===== src/rtl/mrv1_pkg.sv =====
// Shared types for the mrv1 execution-stage writeback path: functional-unit
// indices, default field widths and the buffered completion record.
package mrv1_pkg;

  localparam int NUM_FU     = 6;
  localparam int DATA_WIDTH = 32;
  localparam int ITAG_WIDTH = 3;
  localparam int TID_WIDTH  = 3;

  typedef enum logic [2:0] {
    FU_ALU = 3'd0,
    FU_LSU = 3'd1,
    FU_MUL = 3'd2,
    FU_DIV = 3'd3,
    FU_BR  = 3'd4,
    FU_CTL = 3'd5
  } fu_idx_e;

  typedef struct packed {
    logic [DATA_WIDTH-1:0] data;
    logic [ITAG_WIDTH-1:0] itag;
    logic [TID_WIDTH-1:0]  tid;
  } wb_entry_t;

endpackage


===== src/rtl/mrv1_wb_fifo.sv =====
// Synchronous FIFO of writeback entries for one functional unit. A push into
// a full FIFO is accepted only when the head is popped in the same cycle;
// otherwise it is dropped and the caller flags the overflow.
module mrv1_wb_fifo
  import mrv1_pkg::*;
#(
  parameter int DEPTH_P = 2
) (
  input  logic      clk,
  input  logic      rst,
  input  logic      push,
  input  logic      pop,
  input  wb_entry_t wdata,
  output wb_entry_t rdata,
  output logic      full,
  output logic      empty
);

  localparam int AW = $clog2(DEPTH_P);

  // Extra MSB on each pointer distinguishes full from empty when the
  // address bits match.
  logic [AW:0] wr_ptr;
  logic [AW:0] rd_ptr;
  wb_entry_t   mem [DEPTH_P];
  logic        wr_en;
  logic        rd_en;

  assign full  = (wr_ptr[AW] != rd_ptr[AW]) && (wr_ptr[AW-1:0] == rd_ptr[AW-1:0]);
  assign empty = (wr_ptr == rd_ptr);
  assign wr_en = push && (!full || pop);
  assign rd_en = pop && !empty;
  assign rdata = mem[rd_ptr[AW-1:0]];

  // Pointer update; reset empties the FIFO regardless of pending push/pop.
  always_ff @(posedge clk) begin
    if (rst) begin
      wr_ptr <= '0;
      rd_ptr <= '0;
    end else begin
      if (wr_en) wr_ptr <= wr_ptr + (AW+1)'(1);
      if (rd_en) rd_ptr <= rd_ptr + (AW+1)'(1);
    end
  end

  // Entry storage write.
  // NOTE: the storage array is deliberately not reset; the pointers alone
  // define which entries are valid, and an unreset array maps to plain RAM.
  always_ff @(posedge clk) begin
    if (wr_en) mem[wr_ptr[AW-1:0]] <= wdata;
  end

endmodule


===== src/rtl/mrv1_wb_arb.sv =====
// Writeback arbiter: buffers each FU's completions in its own FIFO and grants
// one head per cycle to the register-file writeback port, round-robin across
// FUs. A grant that meets backpressure is locked until it is accepted. Per-FU
// outstanding counters produce the issue credits.
module mrv1_wb_arb
  import mrv1_pkg::*;
#(
  parameter int NUM_FU_P     = NUM_FU,
  parameter int DATA_WIDTH_P = DATA_WIDTH,
  parameter int ITAG_WIDTH_P = ITAG_WIDTH,
  parameter int TID_WIDTH_P  = TID_WIDTH,
  parameter int FIFO_DEPTH_P = 2
) (
  input  logic                             clk_i,
  input  logic                             rst_i,
  input  logic [NUM_FU_P-1:0]              fu_issue_i,
  output logic [NUM_FU_P-1:0]              fu_credit_o,
  input  logic [NUM_FU_P-1:0]              fu_done_i,
  input  logic [NUM_FU_P*DATA_WIDTH_P-1:0] fu_data_i,
  input  logic [NUM_FU_P*ITAG_WIDTH_P-1:0] fu_itag_i,
  input  logic [NUM_FU_P*TID_WIDTH_P-1:0]  fu_tid_i,
  output logic                             wb_vld_o,
  input  logic                             wb_rdy_i,
  output logic [DATA_WIDTH_P-1:0]          wb_data_o,
  output logic [ITAG_WIDTH_P-1:0]          wb_itag_o,
  output logic [TID_WIDTH_P-1:0]           wb_tid_o,
  output logic [$clog2(NUM_FU_P)-1:0]      wb_fu_o,
  output logic                             ovf_err_o
);

  localparam int FU_W = $clog2(NUM_FU_P);
  localparam int CW   = $clog2(FIFO_DEPTH_P) + 1;

  wb_entry_t           head [NUM_FU_P];
  logic [NUM_FU_P-1:0] full;
  logic [NUM_FU_P-1:0] empty;
  logic [NUM_FU_P-1:0] pop;

  logic [FU_W-1:0] rr_ptr;
  logic            lock_vld;
  logic [FU_W-1:0] lock_fu;
  logic [FU_W-1:0] arb_fu;
  logic            arb_found;
  logic [FU_W-1:0] grant_fu;
  logic            hs;
  int              idx;

  logic [CW-1:0] outstanding [NUM_FU_P];

  // One completion FIFO per functional unit.
  for (genvar g = 0; g < NUM_FU_P; g++) begin : g_fu
    wb_entry_t wdata;
    assign wdata = '{data: fu_data_i[g*DATA_WIDTH_P +: DATA_WIDTH_P],
                     itag: fu_itag_i[g*ITAG_WIDTH_P +: ITAG_WIDTH_P],
                     tid:  fu_tid_i[g*TID_WIDTH_P +: TID_WIDTH_P]};

    mrv1_wb_fifo #(.DEPTH_P(FIFO_DEPTH_P)) u_fifo (
      .clk   (clk_i),
      .rst   (rst_i),
      .push  (fu_done_i[g]),
      .pop   (pop[g]),
      .wdata (wdata),
      .rdata (head[g]),
      .full  (full[g]),
      .empty (empty[g])
    );
  end

  // Round-robin search: first non-empty FIFO at or after the pointer.
  // NOTE: combinational blocks use blocking '=' so later statements see the
  // updated value; every output gets a default first so no latch is inferred.
  always_comb begin
    arb_fu    = '0;
    arb_found = 1'b0;
    idx       = 0;
    for (int i = 0; i < NUM_FU_P; i++) begin
      idx = int'(rr_ptr) + i;
      if (idx >= NUM_FU_P) idx = idx - NUM_FU_P;
      if (!arb_found && !empty[idx]) begin
        arb_found = 1'b1;
        arb_fu    = FU_W'(idx);
      end
    end
  end

  // A locked grant stays put under backpressure; its FIFO cannot drain
  // without a handshake, so it is still non-empty.
  assign grant_fu = lock_vld ? lock_fu : arb_fu;
  assign wb_vld_o = lock_vld || arb_found;
  assign hs       = wb_vld_o && wb_rdy_i;

  // Writeback output mux and per-FU pop; outputs read zero when idle.
  always_comb begin
    wb_data_o = '0;
    wb_itag_o = '0;
    wb_tid_o  = '0;
    wb_fu_o   = '0;
    pop       = '0;
    for (int i = 0; i < NUM_FU_P; i++) begin
      if (wb_vld_o && grant_fu == FU_W'(i)) begin
        wb_data_o = head[i].data;
        wb_itag_o = head[i].itag;
        wb_tid_o  = head[i].tid;
        wb_fu_o   = FU_W'(i);
        pop[i]    = hs;
      end
    end
  end

  // Grant lock and round-robin pointer.
  // NOTE: clocked state uses non-blocking '<=' so all registers update
  // together from pre-edge values.
  always_ff @(posedge clk_i) begin
    if (rst_i) begin
      lock_vld <= 1'b0;
      lock_fu  <= '0;
      rr_ptr   <= '0;
    end else if (hs) begin
      lock_vld <= 1'b0;
      rr_ptr   <= (grant_fu == FU_W'(NUM_FU_P-1)) ? '0 : grant_fu + FU_W'(1);
    end else if (wb_vld_o) begin
      lock_vld <= 1'b1;
      lock_fu  <= grant_fu;
    end
  end

  // Outstanding-request counters: +1 on issue, -1 on writeback, saturating.
  always_ff @(posedge clk_i) begin
    if (rst_i) begin
      for (int n = 0; n < NUM_FU_P; n++) outstanding[n] <= '0;
    end else begin
      for (int n = 0; n < NUM_FU_P; n++) begin
        case ({fu_issue_i[n], pop[n]})
          2'b10: if (outstanding[n] < CW'(FIFO_DEPTH_P)) outstanding[n] <= outstanding[n] + CW'(1);
          2'b01: if (outstanding[n] != '0) outstanding[n] <= outstanding[n] - CW'(1);
          default: ;
        endcase
      end
    end
  end

  // Credit is available while the registered count is below the FIFO depth.
  always_comb begin
    fu_credit_o = '0;
    for (int n = 0; n < NUM_FU_P; n++) fu_credit_o[n] = (outstanding[n] < CW'(FIFO_DEPTH_P));
  end

  // Sticky overflow: a completion arrived at a full FIFO with no pop.
  always_ff @(posedge clk_i) begin
    if (rst_i) ovf_err_o <= 1'b0;
    else if (|(fu_done_i & full & ~pop)) ovf_err_o <= 1'b1;
  end

endmodule


===== config.mk =====
export PLATFORM = sky130hd
export DESIGN_NAME = mrv1_wb_arb
export DESIGN_NICKNAME = d
export VERILOG_FILES = /design/src/rtl/mrv1_pkg.sv /design/src/rtl/mrv1_wb_fifo.sv /design/src/rtl/mrv1_wb_arb.sv
export SDC_FILE = /design/constraint.sdc
export NUM_CORES = 1
export LEC_CHECK = 0
export ABC_AREA = 1
export CAP_MARGIN = 20
export CORE_AREA = 2 2 308 218
export DETAILED_ROUTE_END_ITERATION = 10
export DIE_AREA = 0 0 310 220
export GPL_TIMING_DRIVEN = 0
export REMOVE_ABC_BUFFERS = 1
export SYNTH_ARGS = -nofsm -noshare
export SYNTH_HDL_FRONTEND = slang
export SYNTH_HIERARCHICAL = 1
export SYNTH_SLANG_ARGS = --single-unit
export TNS_END_PERCENT = 5

===== constraint.sdc =====
create_clock -name clk_i -period 6.22 [get_ports clk_i]
set_input_delay 1.244 -clock clk_i [delete_from_list [all_inputs] [get_ports clk_i]]
set_output_delay 1.244 -clock clk_i [all_outputs]
set_load 0.01 [all_outputs]

# Word-level counts from Yosys, hierarchy flattened
# Memory sizes are Yosys's and may differ from the RTL's. A register that Yosys moved wholly into a read port is not among the register bits.
# Index checks and enable logic that the tools add are counted.
# word_totals
reg_bits	32
ram_bits	468
in_bits	243
out_inout_bits	49
n_memories	7
# op_classes
n_addsub	36
order_cmp	18
n_eq_ne	35
muxes	153
bitwise	16
reduce_logical	68
# memory_table
name	words	word_bits	rd	rd_clocked_by_memory_dff	wr	line_no	text
g_fu[0].u_fifo.mem	2	38	1	1	1	mrv1_wb_fifo.sv:25	wb_entry_t mem [DEPTH_P];
g_fu[1].u_fifo.mem	2	38	1	1	1	mrv1_wb_fifo.sv:25	
g_fu[2].u_fifo.mem	2	38	1	1	1	mrv1_wb_fifo.sv:25	
g_fu[3].u_fifo.mem	2	38	1	1	1	mrv1_wb_fifo.sv:25	
g_fu[4].u_fifo.mem	2	38	1	1	1	mrv1_wb_fifo.sv:25	
g_fu[5].u_fifo.mem	2	38	1	1	1	mrv1_wb_fifo.sv:25	
1 more memories	--	--	--	--	--	--	
# ops
op	count
$mux W32	12
$lt A32 B5 Y1 const B	6
$mux W1	99
$mux W3	24
$add A2 B1 Y2 const B	18
$logic_and A1 B1 Y1	30
$sub A4 B3 Y5 const B	5
$mux W2	12
$logic_not A1 Y1	21
$ge A4 B3 Y1 const B	5
$bmux W1 S3	6
$and A6 B6 Y6	2
$eq A2 B1 Y1 const B	6
$eq A2 B2 Y1	6
$eq A2 B2 Y1 const B	6
$lt A2 B2 Y1 const B	6
$or A1 B1 Y1	12
$reduce_bool A2 Y1	6
$sub A2 B1 Y2 const B	6
$add A3 B2 Y4 const B	2
$add A3 B3 Y4 const B	2
$logic_or A1 B1 Y1	7
$eq A1 B1 Y1	6
$eq A3 B2 Y1 const B	2
13 further kinds	19

# Logic depth before layout (Yosys ltp)
# Gate-level depths: netlist of the first run.
# depth
depth_word	31
depth_mapped	34
mapped_depth_nobuf	34

# Hierarchy
# The synthesis of the first run kept the hierarchy.
# modules_own_cells
module	n_inst	cells_each	area_each_um2	seq_area_each_um2
mrv1_wb_fifo	6	164	3035.4	2382.3
mrv1_wb_arb	1	819	4444.3	520.5

# Worst setup path before layout of the first run
# OpenSTA, ideal clock, no wires.
# synth_timing
path_kind	register -> register
startpoint	register rr_ptr[1]
endpoint	memory g_fu[3].u_fifo/mem[0][0] (netlist name) (enable)
t_arrival_ns	5.248
path_slack_ns	0.538
stages_incl_launch_ff	29
n_path_buf	2
path_cell_list	dfxtp_1 > inv_2 > ha_1 > inv_1 > ha_1 > inv_1 > nand3_1 > inv_1 > nand2_1 > nand2_1 > nand2_1 > o21ai_0 > nand2_1 > inv_1 > nor2_1 > nand2_1 > nand3_1 > o21bai_4 > buf_6 > buf_4 > ha_1 > nand2_1 > inv_1 > nand2_1 > inv_1 > inv_1 > nand3_2 > nand2_1 > nor2_1
# synth_via
elab_chain_len	29
word_cells_on_any_way	77
# synth_rtl
element	line_no	text
from (decl)	mrv1_wb_arb.sv:39	logic [FU_W-1:0] rr_ptr;
from (signal assigned)	mrv1_wb_arb.sv:120	rr_ptr <= (grant_fu == FU_W'(NUM_FU_P-1)) ? '0 : grant_fu + FU_W'(1);
$add A3 B1 Y4	mrv1_wb_arb.sv:77	idx = int'(rr_ptr) + i;
$sub A4 B3 Y5 or $ge A4 B3 Y1 (tied branches)	mrv1_wb_arb.sv:78	if (idx >= NUM_FU_P) idx = idx - NUM_FU_P;
$mux W32	mrv1_wb_arb.sv:78	
$bmux W1 S3	mrv1_wb_arb.sv:79	if (!arb_found && !empty[idx]) begin
$mux W1 (implied by the code) (2 in series)	mrv1_wb_arb.sv:79	
$logic_not A1 Y1	mrv1_wb_arb.sv:79	
$logic_and A1 B1 Y1	mrv1_wb_arb.sv:79	
$mux W1	mrv1_wb_arb.sv:79	
(+13 left out)	--	
$eq A3 B2 Y1	mrv1_wb_arb.sv:100	if (wb_vld_o && grant_fu == FU_W'(i)) begin
$logic_and A1 B1 Y1	mrv1_wb_arb.sv:100	
$mux W1 (*)	mrv1_wb_arb.sv:100	
named net pop[3]	mrv1_wb_arb.sv:37	logic [NUM_FU_P-1:0] pop;
$logic_or A1 B1 Y1 (*)	mrv1_wb_fifo.sv:31	assign wr_en = push && (!full || pop);
$logic_and A1 B1 Y1 (*)	mrv1_wb_fifo.sv:31	
$mux W1 (*)	mrv1_wb_fifo.sv:50	if (wr_en) mem[wr_ptr[AW-1:0]] <= wdata;
$mux W1 (implied by the code) (*)	mrv1_wb_fifo.sv:50	
to (decl)	mrv1_wb_fifo.sv:25	
# The timed path passes the listed nets; every way through them passes the cells marked *. The select of a mux whose other input is x is not followed.

# Worst setup path after layout of the first run
# layout_timing
startpoint	register rr_ptr[0]
endpoint	output wb_data_o[9]
# layout_via
elab_chain_len	30
word_cells_on_any_way	87
# layout_rtl
element	line_no	text
$add A3 B1 Y4	mrv1_wb_arb.sv:77	
$sub A4 B3 Y5 or $ge A4 B3 Y1 (tied branches)	mrv1_wb_arb.sv:78	
$mux W32	mrv1_wb_arb.sv:78	
$bmux W1 S3	mrv1_wb_arb.sv:79	
$mux W1 (implied by the code) (2 in series)	mrv1_wb_arb.sv:79	
$logic_not A1 Y1	mrv1_wb_arb.sv:79	
$logic_and A1 B1 Y1	mrv1_wb_arb.sv:79	
$mux W1	mrv1_wb_arb.sv:79	
(+9 left out)	--	
$logic_not A1 Y1	mrv1_wb_arb.sv:79	
$logic_and A1 B1 Y1	mrv1_wb_arb.sv:79	
$mux W3	mrv1_wb_arb.sv:79	
$mux W3	mrv1_wb_arb.sv:88	assign grant_fu = lock_vld ? lock_fu : arb_fu;
$logic_not A3 Y1	mrv1_wb_arb.sv:100	
$logic_and A1 B1 Y1	mrv1_wb_arb.sv:100	
$mux W32 (5 in series)	mrv1_wb_arb.sv:100	
$mux W32 (*)	mrv1_wb_arb.sv:100	
to (decl)	mrv1_wb_arb.sv:24	output logic [DATA_WIDTH_P-1:0] wb_data_o,
# Every way passes the cells marked *; elsewhere a longest branch is shown, timed or not. The select of a mux whose other input is x is not followed.

==> results of run 1 <==
report_power, final:
group / total (uW) / internal [uW] / switching [uW]
clock: 3070 / 1760 / 1310
sequential: 4330 / 4110 / 222
combinational: 10600 / 3970 / 6590
total: 18000 / 9830 / 8120
cells in the mapped netlist (all sizes together) (2+ instances only):
library cell and n:
a21oi 78, buf 59, clkbuf 8, dfxtp 38, edfxtp 468, ha 15, inv 136, mux2 229
nand2 370, nand3 153, nand4 29, nor2 119, nor3 5, o21ai 42, o21bai 16, o22ai 15
or2 2, xor2 12
per-layer routing:
| layer | global-route usage | vias up | routed length, microns |
|---|---|---|---|
| met2 | 0.330 | 578 | 32700 |
| met5 | 0 | - | 107 |
| met3 | 0.0442 | 115 | 5870 |
| met1 | 0.285 | 7685 | 32200 |
| met4 | 0.0499 | 16 | 1480 |
| li1 | - | 7120 | - |
cell families after synthesis:
logic type | share of synthesized area
AND/OR/NAND/NOR | 0.134
AO/OA/AOI/OAI | 0.0402
adder cells (fa/ha/maj) | 0.00828
multiplexers | 0.114
buffers and inverters | 0.0453
flip-flops | 0.654
XOR/XNOR | 0.00464
worst max path at each step:
stage | depth (start not counted) | end | from | slack, ps
final | 28 | wb_data_o[9] | rr_ptr[0]$_SDFFE_PP0N_ | 20
after CTS | 28 | wb_data_o[18] | rr_ptr[1]$_SDFFE_PP0N_ | -50
after global placement | 26 | g_fu[3].u_fifo/mem[0][24]$_DFFE_PP_ | rr_ptr[0]$_SDFFE_PP0N_ | -7500
after detailed placement | 23 | wb_itag_o[2] | rr_ptr[0]$_SDFFE_PP0N_ | -1780
after global routing | 28 | wb_data_o[22] | rr_ptr[1]$_SDFFE_PP0N_ | -340
after floorplan | 26 | g_fu[3].u_fifo/mem[0][0]$_DFFE_PP_ | rr_ptr[0]$_SDFFE_PP0N_ | -1420
cell type report:
cell class,count,area (sq um)
Sequential cell,506,14800
Timing Repair Buffer,344,3750
Clock inverter,30,287
Multi-Input combinational cell,1100,7130
Inverter,137,552
Tap cell,891,1110
Fill cell,5972,36600
Clock buffer,61,1360
Antenna cell,5,12.5
stage by stage:
stage	utilization	instances	power, uW	hold WS, ps
after floorplan	-	1736	9100	482
after global placement	0.399	2918	13600	502
after detailed placement	0.408	2943	14000	514
after CTS	0.440	3065	18100	524
after global routing	0.442	3070	19100	567
final	0.442	3074	18000	526
timing repair:
item,in CTS,in global routing
endpoints found under the setup margin,332,40
pin swaps,11,7
resized for setup,43,50
setup buffers,24,3
gates cloned,7,1
critical path, delay by kind of cell, from the launching register on:
kind,cells,cell delay (ps)
AOI/OAI and AO/OA,1,80
adders and majority gates,3,770
and+or+nand+nor,16,1730
buffers and inverters,8,1400
DFF,1,380
registers in the layout, indices dropped and copies added (netlist names), named ones only:
register            cells
g_fu.u_fifo/mem       456
g_fu.u_fifo/rd_ptr     12
g_fu.u_fifo/wr_ptr     12
lock_fu                 3
lock_vld                1
outstanding            12
ovf_err_o               1
rr_ptr                  3
==> impl_metrics.tcl, run 1 <==
set metrics [dict create \
    outcome "finished clean" \
    hold_viol_final 0 \
    io_buffers 291 \
    grt_max_degree 44 \
    max_freq_mhz 161 \
    cts_buffers 51 \
    criticalPathCategory "flop to output port" \
    netlist_top_cells_area "edfxtp_1 (62%), mux2_2 (11%), nand2_1 (5.8%), dfxtp_1 (3.4%), nand3_1 (3.0%)" \
    htreeDepth 2 \
    gp_congestion 0.814 \
    p_per_area_mw_per_mm2 618 \
    drc 0 \
    max_cap_viol_count 0 \
    clock_latency_ps 590 \
    first_iter_violations 1534 \
    ios 292 \
    initial_core_util 0.345 \
    cp-start-kind "flop" \
    hold_buffers 0 \
    synthesis.area_sq_mm 0.0227 \
    die_height_microns 220 \
    drive_above_1_share 0.208 \
    path_max_fanout 8 \
    finClkSkew_ps 18.1 \
    synth_cells 1803 \
    relSlewSlack 0.345 \
    yosys_most_used_dff "edfxtp_1" \
    wirelength_microns 72300 \
    ys_seq_elements 506 \
    final_cell_mix "edfxtp_1 (468), nand2_1 (338), clkdlybuf4s50_1 (258), mux2_2 (217), nand3_1 (135)" \
    fp.dieW_microns 310 \
    cp-end-kind "output port" \
    num_vias 15500 \
    whs_path_depth 2 \
    p_leak_uw 0.0109 \
    rows 79 \
    slew_viol_final 0 \
    crit_required_ps 4980 \
    die_area_sq_mm 0.0682 \
    ys_async_sr_fraction 0 \
    core_area_sq_mm 0.0656 \
    crit_arrival_ps 4950 \
    synth_seq_area_share 0.654 \
    viasPerCell 5.05 \
    yosysTopAreaCell "edfxtp_1" \
    peakVddDrop_uv 418 \
    antenna_found_initial 13 \
    hold_class "flop to flop" \
    fin_nets 2398 \
    synth.distinct_cells 42 \
    ys_warn_count 6 \
    clock_path_buffers 3 \
    worstReg2RegEnd "g_fu[5].u_fifo/mem[0][28]$_DFFE_PP_" \
    final-setup-viol-count 0 \
    worstMarginPinSlew_ps 981 \
    antenna_left 0 \
    place_ws_ps -1780 \
    synth_enable_flop_cells 468 \
    numClockSinks 506 \
    avgSynthCellArea_sq_um 12.6 \
    cp_common_cell "nand3_1" \
    slowest_delay_ps 550 \
    reg2reg_depth 25 \
    grt_pass1_wl_microns 101000 \
    final_cell_area_sq_mm 0.0290 \
    final_common_cell "edfxtp_1" \
    place_hpwl_microns 47600 \
    period_needed_ps 6200 \
    dr.pass1.iters 5 \
    avgRoutedWirePerCell_microns 23.5 \
    gr-total-overflow 0 \
    fin_ws_ps 21.2 \
    area_growth_pct 28.2 \
    tns_ps 0 \
    rsz0062_at_grt "true" \
    cts_tree "yes" \
    grt_pass1_vias 15500 \
    placed_area_sq_mm 0.0268 \
    gr-usage-all-layers 0.206 \
    r2r_start "rr_ptr[0]$_SDFFE_PP0N_" \
    r2r_setup_slack_ps 710 \
    hold_path_end "g_fu[1].u_fifo/rd_ptr[1]$_SDFFE_PP0P_" \
    crit_slowest_cell "clkdlybuf4s50_1" \
    post-route-period-util 0.997 \
    min_from "g_fu[1].u_fifo/rd_ptr[1]$_SDFFE_PP0P_" \
    synth_top_area_frac 0.620 \
    path_clk_slew_ps 60 \
    ctsRootBufferMaster "clkbuf_16" \
]
Note: power is estimated with default switching activity, not from simulation.
==> run 2: changes to the inputs <==
Settings changed: SETUP_SLACK_MARGIN set to 0.2.
==> run 2 against run 1 <==
Sequential share of layout area shrank 0.73 points. Via count grew 1.4%. Final cell count grew 0.94%. Global-route usage grew 0.36 points.
==> impl_metrics.tcl, run 2 (synthesized netlist as in run 1, its figures left out) <==
set metrics [dict create \
    antenna_found_initial 13 \
    fp.dieW_microns 310 \
    drc 0 \
    worstMarginPinSlew_ps 961 \
    cp-start-kind "flop" \
    outcome "finished clean" \
    drive_above_1_share 0.238 \
    hold_viol_final 0 \
    cp_common_cell "nand2_1" \
    gr-total-overflow 0 \
    wirelength_microns 73700 \
    hold_buffers 0 \
    core_area_sq_mm 0.0656 \
    slowest_delay_ps 370 \
    crit_required_ps 4980 \
    num_vias 15700 \
    crit_arrival_ps 4620 \
    criticalPathCategory "flop to output port" \
    rows 79 \
    final-setup-viol-count 0 \
    ios 292 \
    clock_latency_ps 580 \
    min_from "g_fu[1].u_fifo/rd_ptr[1]$_SDFFE_PP0P_" \
    fin_nets 2426 \
    path_clk_slew_ps 60 \
    place_hpwl_microns 47600 \
    area_growth_pct 30.0 \
    reg2reg_depth 30 \
    cts_buffers 51 \
    slew_viol_final 0 \
    final_cell_mix "edfxtp_1 (468), nand2_1 (335), clkdlybuf4s50_1 (250), mux2_2 (217), nand3_1 (131)" \
    hold_class "flop to flop" \
    max_freq_mhz 171 \
    r2r_setup_slack_ps 870 \
    cp_top_family "simple AND/OR/NAND/NOR gates" \
    gr-usage-all-layers 0.210 \
    io_buffers 291 \
    period_needed_ps 5860 \
    whs_ps 525 \
    clock_path_buffers 3 \
    ctsRootBufferMaster "clkbuf_16" \
    final_cell_area_sq_mm 0.0295 \
    relSlewSlack 0.358 \
    r2r_start "rr_ptr[0]$_SDFFE_PP0N_" \
    gp_congestion 0.814 \
    avgRoutedWirePerCell_microns 23.7 \
    cp-end-kind "output port" \
    worstReg2RegEnd "g_fu[3].u_fifo/mem[0][37]$_DFFE_PP_" \
    first_iter_violations 1492 \
    path_max_fanout 19 \
    seq_area_sq_mm 0.0148 \
    max_cap_viol_count 0 \
    htreeDepth 2 \
    final_common_cell "edfxtp_1" \
    grt_pass1_vias 15500 \
    cts_tree "yes" \
    multiInputGateArea_sq_mm 0.00736 \
    grt_max_degree 37 \
    numClockSinks 506 \
    dr.pass1.iters 5 \
    whs_path_depth 2 \
    cp.depth 28 \
    crit_slowest_cell "dfxtp_4" \
    placed_area_sq_mm 0.0268 \
    initial_core_util 0.345 \
    post-route-period-util 0.943 \
    grt_pass1_wl_microns 103000 \
    post-route-util 0.449 \
    die_height_microns 220 \
    nFillCells 5936 \
    finClkSkew_ps 15.4 \
    cp.buffers_inverters 8 \
    rsz0062_at_grt "true" \
    hold_path_end "g_fu[1].u_fifo/rd_ptr[1]$_SDFFE_PP0P_" \
    viasPerCell 5.07 \
    largest_register_ffs 456 \
    antenna_left 0 \
    die_area_sq_mm 0.0682 \
]
[run 2: metal layers]
layer,vias to the layer above,wire [microns],global-route usage
li1,7175,-,-
met1,7815,32400,0.290
met2,609,33400,0.337
met3,113,6290,0.0453
met4,14,1470,0.0488
met5,-,94,0
[run 2: worst max path at each step]
| stage | slack, ps | to | start |
|---|---|---|---|
| finish | 360 | wb_tid_o[2] | rr_ptr[0]$_SDFFE_PP0N_ |
| global route | 30 | wb_tid_o[2] | rr_ptr[1]$_SDFFE_PP0N_ |
| CTS | 30 | wb_data_o[18] | rr_ptr[1]$_SDFFE_PP0N_ |
| detailed placement | -1780 | wb_itag_o[2] | rr_ptr[0]$_SDFFE_PP0N_ |
| global placement | -7500 | g_fu[3].u_fifo/mem[0][24]$_DFFE_PP_ | rr_ptr[0]$_SDFFE_PP0N_ |
| floorplan | -1420 | g_fu[3].u_fifo/mem[0][0]$_DFFE_PP_ | rr_ptr[0]$_SDFFE_PP0N_ |
[run 2: through the flow]
step	setup WS, ps	cells	TNS, ps
floorplan	-1420	1736	-99840
finish	357	3103	0
detailed placement	-1780	2943	-176410
global route	31.9	3098	0
CTS	32.2	3083	0
global placement	-7500	2918	-1879480
[run 2: cell type report]
type | count | area share
diodes | 6 | 0.000510
clock buffers | 61 | 0.0460
clock inverters | 30 | 0.00973
inverters | 137 | 0.0190
multi-input cells | 1102 | 0.250
flip-flops and latches | 506 | 0.503
well taps | 891 | 0.0378
repair buffers | 369 | 0.133
repair inverters | 1 | 0.000552
[run 2: worst reg2reg max path: cells and delay by family, from the launching register on]
family	cells	cell delay (ps)
and+or+nand+nor	18	2690
buffers and inverters	9	1200
adders and majority gates	3	730
DFF	1	370
[run 2: what timing repair did]
action	4_1_cts	5_1_grt
cloned	10	1
gates resized for setup	64	121
buffers inserted	39	13
pin swaps	16	16
endpoints found under the setup margin	420	41
Power of run 2 is left out: the tool's default activity adds up to more than one toggle a clock period on the data nets, which glitch-free logic cannot reach.
